$ cat src/rtl/time_set_ctrl.sv
// Clock time-setting controller: debounced-edge buttons drive a RUN/SET_H/SET_M/COMMIT
// editor that works on shadow copies of the live hours/minutes and loads them back on commit.
module time_set_ctrl (
  input  logic       maqh_clock,
  input  logic       reset,
  input  logic       tick_1hz,
  input  logic       btn_mode,
  input  logic       btn_inc,
  input  logic [2:0] cur_h_msd,
  input  logic [3:0] cur_h_lsd,
  input  logic [2:0] cur_m_msd,
  input  logic [3:0] cur_m_lsd,
  output logic       run_en,
  output logic       load,
  output logic [2:0] ld_h_msd,
  output logic [3:0] ld_h_lsd,
  output logic [2:0] ld_m_msd,
  output logic [3:0] ld_m_lsd,
  output logic       blank_h,
  output logic       blank_m,
  output logic [1:0] mode
);

  localparam logic [1:0] RUN    = 2'd0;
  localparam logic [1:0] SET_H  = 2'd1;
  localparam logic [1:0] SET_M  = 2'd2;
  localparam logic [1:0] COMMIT = 2'd3;

  logic [1:0] btn_raw;
  logic [1:0] pulse;
  logic [1:0] valid_reg;
  logic       p_mode;
  logic       p_inc;

  assign btn_raw = {btn_inc, btn_mode};
  assign p_mode  = pulse[0];
  assign p_inc   = pulse[1];

  // valid_reg[1] marks that the synchronizer outputs reflect post-reset samples
  always_ff @(posedge maqh_clock or negedge reset) begin
    if (!reset) valid_reg <= 2'b00;
    else        valid_reg <= {valid_reg[0], 1'b1};
  end

  genvar gi;
  generate
    for (gi = 0; gi < 2; gi++) begin : g_btn
      logic sync1_reg;
      logic sync2_reg;
      logic prev_reg;
      logic armed_reg;

      // armed only after the button is seen low, so a press held across reset is ignored
      always_ff @(posedge maqh_clock or negedge reset) begin
        if (!reset) begin
          sync1_reg <= 1'b0;
          sync2_reg <= 1'b0;
          prev_reg  <= 1'b0;
          armed_reg <= 1'b0;
        end else begin
          sync1_reg <= btn_raw[gi];
          sync2_reg <= sync1_reg;
          prev_reg  <= sync2_reg;
          armed_reg <= armed_reg | (valid_reg[1] & ~sync2_reg);
        end
      end

      assign pulse[gi] = sync2_reg & ~prev_reg & armed_reg;
    end
  endgenerate

  logic [1:0] state_reg, state_next;
  logic [3:0] tcnt_reg, tcnt_next;
  logic       blink_reg, blink_next;
  logic [2:0] h_msd_reg, h_msd_next, m_msd_reg, m_msd_next;
  logic [3:0] h_lsd_reg, h_lsd_next, m_lsd_reg, m_lsd_next;

  always_comb begin
    state_next = state_reg;
    tcnt_next  = tcnt_reg;
    blink_next = 1'b0;
    h_msd_next = h_msd_reg;
    h_lsd_next = h_lsd_reg;
    m_msd_next = m_msd_reg;
    m_lsd_next = m_lsd_reg;
    case (state_reg)
      RUN: begin
        tcnt_next = 4'd0;
        if (p_mode) begin
          state_next = SET_H;
          h_msd_next = cur_h_msd;
          h_lsd_next = cur_h_lsd;
          m_msd_next = cur_m_msd;
          m_lsd_next = cur_m_lsd;
        end
      end
      SET_H, SET_M: begin
        if (p_mode) begin
          state_next = (state_reg == SET_H) ? SET_M : COMMIT;
          tcnt_next  = 4'd0;
        end else if (p_inc) begin
          tcnt_next = 4'd0;
          if (state_reg == SET_H) begin
            // out-of-range or 23 wraps to 00
            if (h_msd_reg > 3'd2 || h_lsd_reg > 4'd9 || (h_msd_reg == 3'd2 && h_lsd_reg >= 4'd3)) begin
              h_msd_next = 3'd0;
              h_lsd_next = 4'd0;
            end else if (h_lsd_reg == 4'd9) begin
              h_msd_next = h_msd_reg + 3'd1;
              h_lsd_next = 4'd0;
            end else begin
              h_lsd_next = h_lsd_reg + 4'd1;
            end
          end else begin
            if (m_msd_reg > 3'd5 || m_lsd_reg > 4'd9 || (m_msd_reg == 3'd5 && m_lsd_reg == 4'd9)) begin
              m_msd_next = 3'd0;
              m_lsd_next = 4'd0;
            end else if (m_lsd_reg == 4'd9) begin
              m_msd_next = m_msd_reg + 3'd1;
              m_lsd_next = 4'd0;
            end else begin
              m_lsd_next = m_lsd_reg + 4'd1;
            end
          end
        end else if (tick_1hz) begin
          if (tcnt_reg == 4'd9) begin
            state_next = RUN;
            tcnt_next  = 4'd0;
          end else begin
            tcnt_next = tcnt_reg + 4'd1;
          end
        end
        if (state_next == SET_H || state_next == SET_M) blink_next = blink_reg ^ tick_1hz;
      end
      default: begin
        state_next = RUN;
        tcnt_next  = 4'd0;
      end
    endcase
  end

  always_ff @(posedge maqh_clock or negedge reset) begin
    if (!reset) begin
      state_reg <= RUN;
      tcnt_reg  <= 4'd0;
      blink_reg <= 1'b0;
      h_msd_reg <= 3'd0;
      h_lsd_reg <= 4'd0;
      m_msd_reg <= 3'd0;
      m_lsd_reg <= 4'd0;
    end else begin
      state_reg <= state_next;
      tcnt_reg  <= tcnt_next;
      blink_reg <= blink_next;
      h_msd_reg <= h_msd_next;
      h_lsd_reg <= h_lsd_next;
      m_msd_reg <= m_msd_next;
      m_lsd_reg <= m_lsd_next;
    end
  end

  assign mode     = state_reg;
  assign run_en   = (state_reg == RUN);
  assign load     = (state_reg == COMMIT);
  assign blank_h  = (state_reg == SET_H) & blink_reg;
  assign blank_m  = (state_reg == SET_M) & blink_reg;
  assign ld_h_msd = h_msd_reg;
  assign ld_h_lsd = h_lsd_reg;
  assign ld_m_msd = m_msd_reg;
  assign ld_m_lsd = m_lsd_reg;

endmodule

$ cat config.mk
export PLATFORM = sky130hd
export DESIGN_NAME = time_set_ctrl
export DESIGN_NICKNAME = d
export VERILOG_FILES = /design/src/rtl/time_set_ctrl.sv
export SDC_FILE = /design/constraint.sdc
export NUM_CORES = 1
export LEC_CHECK = 0
export CAP_MARGIN = 20
export CORE_ASPECT_RATIO = 1.2
export CORE_MARGIN = 10
export CORE_UTILIZATION = 30
export DETAILED_ROUTE_END_ITERATION = 6
export PLACE_DENSITY = 0.59
export SYNTH_ARGS = -nofsm -noshare
export SYNTH_HDL_FRONTEND = slang
export SYNTH_SLANG_ARGS = --single-unit
export TNS_END_PERCENT = 20
$ cat constraint.sdc
create_clock -name maqh_clock -period 4.44 [get_ports maqh_clock]
set_input_delay 0.888 -clock maqh_clock [delete_from_list [all_inputs] [get_ports maqh_clock]]
set_output_delay 0.888 -clock maqh_clock [all_outputs]
set_load 0.01 [all_outputs]
==> impl_results.md, run 1 <==
- Status: complete, no violations
- Post-CTS resize count: 0
- Clock latency on the worst-skew pair: ~290 ps
- # IOs: 39
- Drt wl/cell: ~15 µm
- Vias in the first global route: ~1600
- CTS H-Tree Depth: 2
- DP HPWL: between 3 and 4 mm
- Register area: about 780 µm²
- Max VDD drop: ~0.39 mV
- Hold Slack: around 350 ps
- Worst Reg-to-Reg Cells: 6
- Clk pin slew, worst setup/hold paths: 60 ps
- Least-Margin Pin Slew: between 600 and 700 ps
- Cts bufs inserted: 5
- Die height: roughly 110 µm
- Fin crit share: 0.642
- Synth area leaders: dfrtp_1, ha_1, inv_1, nand2_1, mux2_1
- Setup Fix Bufs, Post-CTS: 0
- Post-synth EDFFs: 0
- Warnings, synthesis: 0
- R2r setup slk: 2160 ps
- DR vias/cell: between 5 and 6
- DR iter-0 viols: between 50 and 60
- WS Path Type: flop to output pin
- PortBufs: 38
- Fmax: approximately 350 MHz
- RSZ-0062 raised after global routing: false
- Final Total Pwr: 1.74 mW
- Antenna violations before repair: 0
- Synth cell types: 58
- Fin. max-slew vios: 0
- Clock sinks: 31
- First-pass GRT wire length: 7.74 mm
- Synth Flop Type: dfrtp_1
- Yosys reg bits: 31
- # hold bufs at CTS: 0
- Clock Tree Root: clkbuf_8
- Core ar.: roughly 6400 µm²
- Row Count: 32
- Max Root-Sink Buffers: 2
- CTS tree: yes
- Leakage: ~1.1 nW
- Layout Nets: about 260
- Synth Instances: approximately 190
- DRT Pass-1 Iters: 4
- # DRC: 0
- CP Capture Point: blank_h
- Async set-reset flop share out of synthesis: 1.00
- Startpoint types: flop
- Die Wd: slightly above 90 µm
- Max-cap violations: 0
- Area leader, netlist: dfrtp_1
- Layout cells sized above 1: 0.119
- Initial Utilization: 0.304
- Worst setup path start: mode[1]
- Largest net degree at the start of global routing: 32
- PD cells: roughly 690 nW/µm²
- Final TNS setup: 0 ps
- Clock skew: between 9 and 10 ps
- Final setup fails: 0
- Worst Hold Class: flop to flop
- Register area share after synthesis: 0.401
- Crit-path max FO: 9
- CP Data Required Time: between 3000 and 4000 ps
- Netlist Area Pre-Place: between 1500 and 2000 µm²
- Final-report hold violation count: 0
- Slew headroom: 0.573
- CP Capture Type: output pin
- Critical R2R Capture: ld_h_lsd[2]
- P&R area growth vs syn: 30.5%
- Average size of a mapped cell: roughly 10 µm²
- Reg-to-Reg Start: mode[1]
- Syn_nets: ~220
- DR vias: approximately 1600
- Die area: 10100 µm²
- GRT Total Usage: 0.0959
- Multi-input combinational cell area: 1070 µm²
- Tmin final: 2850 ps
- Final GP Congestion: between 0.8 and 0.9
- Fillcell total: between 600 and 700
- Overflow after GRT: 0
- Synth top area share: 0.401
- Diodes inserted: 0
- Routed wire length: roughly 4.7 mm
- Critical path data arrival time: between 1500 and 2000 ps
- Post-detailed-route count of antenna-violating nets: 0
==> cell families (layout without fill, tap and decap cells) <==
family,after synthesis,after routing,share of synthesized area
AO/OA/AOI/OAI,58,58,0.253
XOR/XNOR,2,2,0.00905
other,1,1,0.00194
flip-flops,31,31,0.401
buffers and inverters,23,66,0.0478
AND/OR/NAND/NOR,60,60,0.183
adder cells (fa/ha/maj),10,10,0.0646
multiplexers,7,7,0.0407
==> per-stage QoR <==
stage	utilization	cell area (µm²)	worst slack [ps]	cells
after global routing	0.397	2530	1470	320
after floorplan	-	1940	2510	192
after CTS	0.397	2530	1580	320
final	0.397	2530	1590	320
after detailed placement	0.379	2410	1900	312
after global placement	0.379	2410	1950	312
==> cells in the final DEF, fill, tap and decap left out, drive strengths merged, types with 2 or more instances in the layout <==
cell type,count
and3,2
inv,19
o211ai,4
mux2,7
and3b,2
nand2,16
clkdlybuf4s50,38
a22o,5
a32oi,3
a21o,3
nor3,6
nor2,9
o31ai,2
nand2b,5
clkbuf,6
o21a,2
a21oi,6
o21ai,9
nand3b,2
nand3,5
nand4,2
o22ai,2
o32ai,3
and2,6
ha,10
xor2,2
o2111ai,5
o2bb2ai,5
dfrtp,31
==> worst min-delay path by stage <==
stage | to | cells after the start | startpoint
2_1_floorplan | g_btn[0].sync2_reg | 0 | g_btn[0].sync1_reg
3_3_place_gp | valid_reg[1] | 0 | valid_reg[0]
3_5_place_dp | valid_reg[1] | 0 | valid_reg[0]
4_1_cts | valid_reg[1] | 0 | valid_reg[0]
5_1_grt | g_btn[1].sync2_reg | 0 | g_btn[1].sync1_reg
6_report | g_btn[1].sync2_reg | 0 | g_btn[1].sync1_reg
==> power breakdown <==
group | internal [mW] | switching, mW | total, mW
Combinational | 0.459 | 0.490 | 0.949
Sequential | 0.365 | 0.132 | 0.497
Clock | 0.181 | 0.111 | 0.292
Total | 1.01 | 0.732 | 1.74
==> area by class of cell <==
class | instances | share of cell area
Sequential cell | 31 | 0.307
Inverter | 19 | 0.0282
Timing Repair Buffer | 39 | 0.153
Multi-Input combinational cell | 138 | 0.423
Clock inverter | 2 | 0.0139
Tap cell | 85 | 0.0421
Clock buffer | 6 | 0.0327
==> critical path, stage by stage, from the launching register on <==
cell and delay (ps):
dfrtp_1 440, inv_1 130, ha_1 380, and2_1 180
clkdlybuf4s50_1 540
==> cell usage after synthesis, types with 2 or more instances <==
cell	number
and2_1	5
a21oi_1	5
nand3_1	5
nor2_1	9
o2bb2ai_1	5
a21o_1	2
dfrtp_1	31
a22o_1	5
o2111ai_2	3
mux2_1	5
nor3_1	5
mux2_2	2
o32ai_1	3
o31ai_1	2
buf_2	2
nand2b_1	5
o211ai_1	3
o2111ai_1	2
o21ai_1	2
nand4_1	2
xor2_1	2
nand2_1	16
ha_1	10
o22ai_1	2
o21ai_0	6
and3_1	2
a32oi_1	3
inv_1	18
==> metal layers <==
layer  track usage  wire [µm]
met1         0.114       2020
met2         0.145       2190
met4        0.0530        112
met3        0.0374        331
met5             0          0
Note: power is estimated with default switching activity, not from simulation.
==> run 2, diff against run 1 <==
PLACE_DENSITY = 0.61   (was 0.59)
clock period = 2.59 ns   (was 4.44 ns; I/O delays follow)
==> run 2 against run 1 <==
Effect of this change:
- sequential share of layout area is essentially flat
- die area is the same
- final cell count unchanged
- total power increased by 71%
- non-clock buffer count unchanged
- global-route usage about the same
- first-iteration DRC count is 91% higher
- sequential power rose by 71%
- utilization about the same
- via count about the same
- count of clock-buffer cells in the layout is the same
- critical endpoint unchanged
- largest cell class unchanged
==> impl_results.md, run 2 (synthesized netlist as in run 1, its figures left out) <==
- Final setup fails: 0
- Crit-path max FO: 9
- CTS tree: yes
- Overflow after GRT: 0
- Clk pin slew, worst setup/hold paths: ~60 ps
- Layout Nets: ~260
- Routed wire length: 4.73 mm
- Leakage: 1.07 nW
- Worst Hold Class: flop to flop
- DR vias/cell: a little over 5
- Least-Margin Pin Slew: approximately 610 ps
- Post-detailed-route count of antenna-violating nets: 0
- Tmin final: ~2400 ps
- Drt wl/cell: between 10 and 15 µm
- Core ar.: about 6400 µm²
- WS Path Type: flop to output pin
- Diodes inserted: 0
- CP Capture Type: output pin
- Initial Utilization: 0.304
- P&R area growth vs syn: 30.6%
- CP Capture Point: blank_h
- Count of non-filler cells in the finished layout: 320
- First-pass GRT wire length: around 7.9 mm
- Commonest cells after routing, fill and taps aside: clkdlybuf4s50_1, dfrtp_1, inv_1, nand2_1
- Clock latency on the worst-skew pair: 280 ps
- Vias in the first global route: around 1600
- Placed Cells: 312
- Startpoint types: flop
- # IOs: 39
- Row Count: 32
- DP HPWL: around 3.5 mm
- Clock skew: between 9 and 10 ps
- Critical R2R Capture: ld_h_lsd[2]
- Fin. max-slew vios: 0
- Cts bufs inserted: 5
- CP Data Required Time: roughly 2100 ps
- R2r setup slk: about 340 ps
- Reg-to-Reg Start: mode[1]
- Max VDD drop: 0.377 mV
- Fin crit share: 0.920
- Worst setup path start: mode[1]
- Final TNS setup: 0 ps
- CTS H-Tree Depth: 2
- Largest net degree at the start of global routing: 32
- Worst Reg-to-Reg Cells: 6
- Hold Slack: roughly 350 ps
- DR iter-0 viols: roughly 100
- Critical path data arrival time: 1860 ps
- Die height: 108 µm
- # DRC: 0
- Slew headroom: 0.595
- PortBufs: 38
- Leading cell type in the layout, fill and taps excluded: clkdlybuf4s50_1
- DRT Pass-1 Iters: 5
- Antenna violations before repair: 0
- Setup Fix Bufs, Post-CTS: 0
- Clock Tree Root: clkbuf_8
- Die area: 10100 µm²
- Die Wd: just over 90 µm
- Final-report hold violation count: 0
- Max Root-Sink Buffers: 2
- Final GP Congestion: about 0.84
- Clock sinks: 31
- PD cells: 1180 nW/µm²
- Status: complete, no violations
- DR vias: between 1500 and 2000
- GRT Total Usage: 0.0963
- Final Total Pwr: about 3.0 mW
- Layout cells sized above 1: 0.123
- RSZ-0062 raised after global routing: false
- Fmax: about 420 MHz
- Max-cap violations: 0
[run 2: cell counts in the layout (fill, tap and decap cells not counted)]
Identical to the previous run, type by type.
[run 2: critical path, stage by stage (launching register included)]
cell,delay [ps]
dfrtp_1,450
inv_1,130
ha_2,300
and2_1,170
clkdlybuf4s50_1,530
[run 2: stage by stage]
| stage | cell area, µm² | worst slack [ps] | util |
|---|---|---|---|
| after CTS | 2530 | 54.1 | 0.397 |
| after global routing | 2530 | 97.4 | 0.397 |
| after floorplan | 1940 | 745 | - |
| after detailed placement | 2410 | 336 | 0.379 |
| final | 2530 | 208 | 0.397 |
| after global placement | 2410 | 429 | 0.379 |
[run 2: layout make-up]
class | count | area, µm²
clock buffer | 6 | 82.6
clock inverter | 2 | 35.0
fill | 631 | 3840
inverter | 19 | 71.3
multi-input combinational | 138 | 1070
sequential | 31 | 776
tap | 85 | 106
timing repair buffer | 39 | 388
[run 2: worst min-delay path by stage]
stage	startpoint	to	slack, ps	cells after the start
floorplan	reset	blink_reg	220	0
finish	valid_reg[0]	valid_reg[1]	350	0
global placement	valid_reg[0]	valid_reg[1]	330	0
global route	g_btn[0].sync1_reg	g_btn[0].sync2_reg	370	0
detailed placement	valid_reg[0]	valid_reg[1]	340	0
CTS	valid_reg[0]	valid_reg[1]	350	0
[run 2: where the power goes]
group / internal (mW) / leakage, nW / switching (mW) / total (mW)
clock network: 0.311 / 0.0612 / 0.188 / 0.499
registers: 0.626 / 0.378 / 0.224 / 0.850
logic: 0.790 / 0.629 / 0.840 / 1.63
[run 2: timing repair]
item                       4_1_cts  5_1_grt
setup endpoints to repair        0        1
hold buffers                     0        0
resized for setup                0        1
[run 2: routing by layer]
metal,vias to the layer above,global-route usage,wire length (µm)
met3,8,0.0326,325
met4,0,0.0464,88
li1,793,-,-
met1,783,0.114,2040
met5,-,0,0
met2,49,0.153,2270
==> edit (settings of run 2) <==
Register the outputs `run_en`, `load`, `blank_h` and `blank_m`, with the module's reset; this adds one clock of latency there. The other outputs are not delayed to match.
--- a/src/rtl/time_set_ctrl.sv
+++ b/src/rtl/time_set_ctrl.sv
@@ -161,8 +161,17 @@
 
   assign mode     = state_reg;
-  assign run_en   = (state_reg == RUN);
-  assign load     = (state_reg == COMMIT);
-  assign blank_h  = (state_reg == SET_H) & blink_reg;
-  assign blank_m  = (state_reg == SET_M) & blink_reg;
+  always_ff @(posedge maqh_clock or negedge reset) begin
+    if (!reset) begin
+      run_en  <= '0;
+      load    <= '0;
+      blank_h <= '0;
+      blank_m <= '0;
+    end else begin
+      run_en  <= (state_reg == RUN);
+      load    <= (state_reg == COMMIT);
+      blank_h <= (state_reg == SET_H) & blink_reg;
+      blank_m <= (state_reg == SET_M) & blink_reg;
+    end
+  end
   assign ld_h_msd = h_msd_reg;
   assign ld_h_lsd = h_lsd_reg;
Function: changed (Yosys sat finds a counterexample within 4 cycles, from zero or initial values and one cycle with reset low).
==> edit against run 2 <==
  * Critical endpoint is now ld_h_msd[1]
  * Clock power shrank 15%
  * Area after synthesis shrank 0.58%
  * Setup slack gained 0.14 ns
  * Fmax grew 6.2%
  * Sequential power grew 5.6%
  * Final area shrank 0.64%
  * Global-route usage shrank 0.19 points
  * Routed wire length shrank 2.4%
  * Power shrank 5.4%
  * Largest power group unchanged
  * Sequential cell count grew 4
  * First-iteration DRC count shrank 32%
==> edit: results (changes against run 2) <==
- The clock tree skew after final layout is 0.008780 ns (-0.0005366 ns).
- The worst slew margin relative to its limit is 61.32% (+1.8 points).
- The worst slack at placement is 0.3630 ns (+0.02688 ns).
- The met1 usage was 11.46% (+0.11 points).
- The startpoint identified for the worst hold timing path is g_btn[1].sync1_reg.
- The routed length on met3 was 284 um (-13%).
- After synthesis, the cell types taking the most area are sky130_fd_sc_hd__dfrtp_1 (45%), sky130_fd_sc_hd__ha_1 (6.5%), sky130_fd_sc_hd__inv_1 (3.5%).
- The number of global-route vias before repair is 1683 (+2.2%).
- The share of post-route cells with drive strength above 1 is 8.155% (-4.2 points).
- The flip-flop and latch count after synthesis is 35 (+13%).
- The placed wire-length estimate came to 3.366 mm (-5.0%).
- The pin count of the biggest net entering global routing is 36 (+13%).
- The area of placed instances is 0.002415 mm^2 (+0.21%).
- The worst IR drop on VDD was 0.6072 mV (+61%).
- The area fraction in compound gates after synthesis is 23.39% (-1.9 points).
- The met3 usage is 3.559% (+0.30 points).
- The post-synth net total came to 216 (-2.3%).
- The maximum single-stage delay on the critical path is 0.67 ns (+0.14 ns).
- The global-route met2 utilization was 14.99% (-0.34 points).
- Following the worst setup path forward leads to its endpoint at ld_h_msd[1].
- The run finished with clean final reports.
- The wire length of the first global-routing pass is 7.859 mm (-0.34%).
- The biggest fanout along the worst timing path came to 6 (-3).
- The last weighted congestion value of the routability-driven placer is 0.8337 (-0.51%).
- The final cell count without fillers is 315 (-1.6%).
- The slowest stage of the critical path belongs to the cell sky130_fd_sc_hd__or4_1.
- The detailed router's first-iteration violation count is 70 (-32%).
- The kind of cell adding the most delay to the critical path is simple AND/OR/NAND/NOR gates.
- The number of cells after detailed placement is 307 (-1.6%).
- The detailed-route wire length per cell is 14.65 um (-0.82%).
- The net total in the final layout came to 261 (-0.76%).
- The xor and xnor area share after synthesis is 0.9097% (+0.0053 points).
- The final cycle utilization of the critical path is 86.62% (-5.4 points).
- The number of iterations in the first detailed-routing pass is 4 (-1).
- The total track usage is 9.443% (-0.19 points).
- The wire length on met2 is 2.108 mm (-7.2%).
- The ratio of routed vias to standard cells is 5.029 (-1.5%).
==> edit: changes by cell type after synthesis, moves of 3 or more <==
cell	run 2	this run
sky130_fd_sc_hd__o2111ai_2	3	0
sky130_fd_sc_hd__a32oi_1	3	7
sky130_fd_sc_hd__mux2_1	5	2
sky130_fd_sc_hd__a211oi_1	0	3
sky130_fd_sc_hd__o2bb2ai_1	5	2
sky130_fd_sc_hd__dfrtp_1	31	35
sky130_fd_sc_hd__nand2_1	16	10
==> edit: where the power goes <==
group | internal, uW | total [uW] | switching (uW) | leakage [uW]
clock network | 217 | 426 | 209 | 0.0000474
logic | 723 | 1500 | 773 | 0.000582
registers | 697 | 898 | 202 | 0.000432
total | 1640 | 2820 | 1180 | 0.00106
==> edit: final cells by class <==
type	count	area, um^2	share of cell area [%]
Multi-Input combinational cell	129	954.7	37.98
Sequential cell	35	875.8	34.84
Timing Repair Buffer	42	410.4	16.33
Tap cell	82	102.6	4.082
Clock buffer	6	82.58	3.285
Inverter	19	71.32	2.837
Clock inverter	2	16.27	0.6471
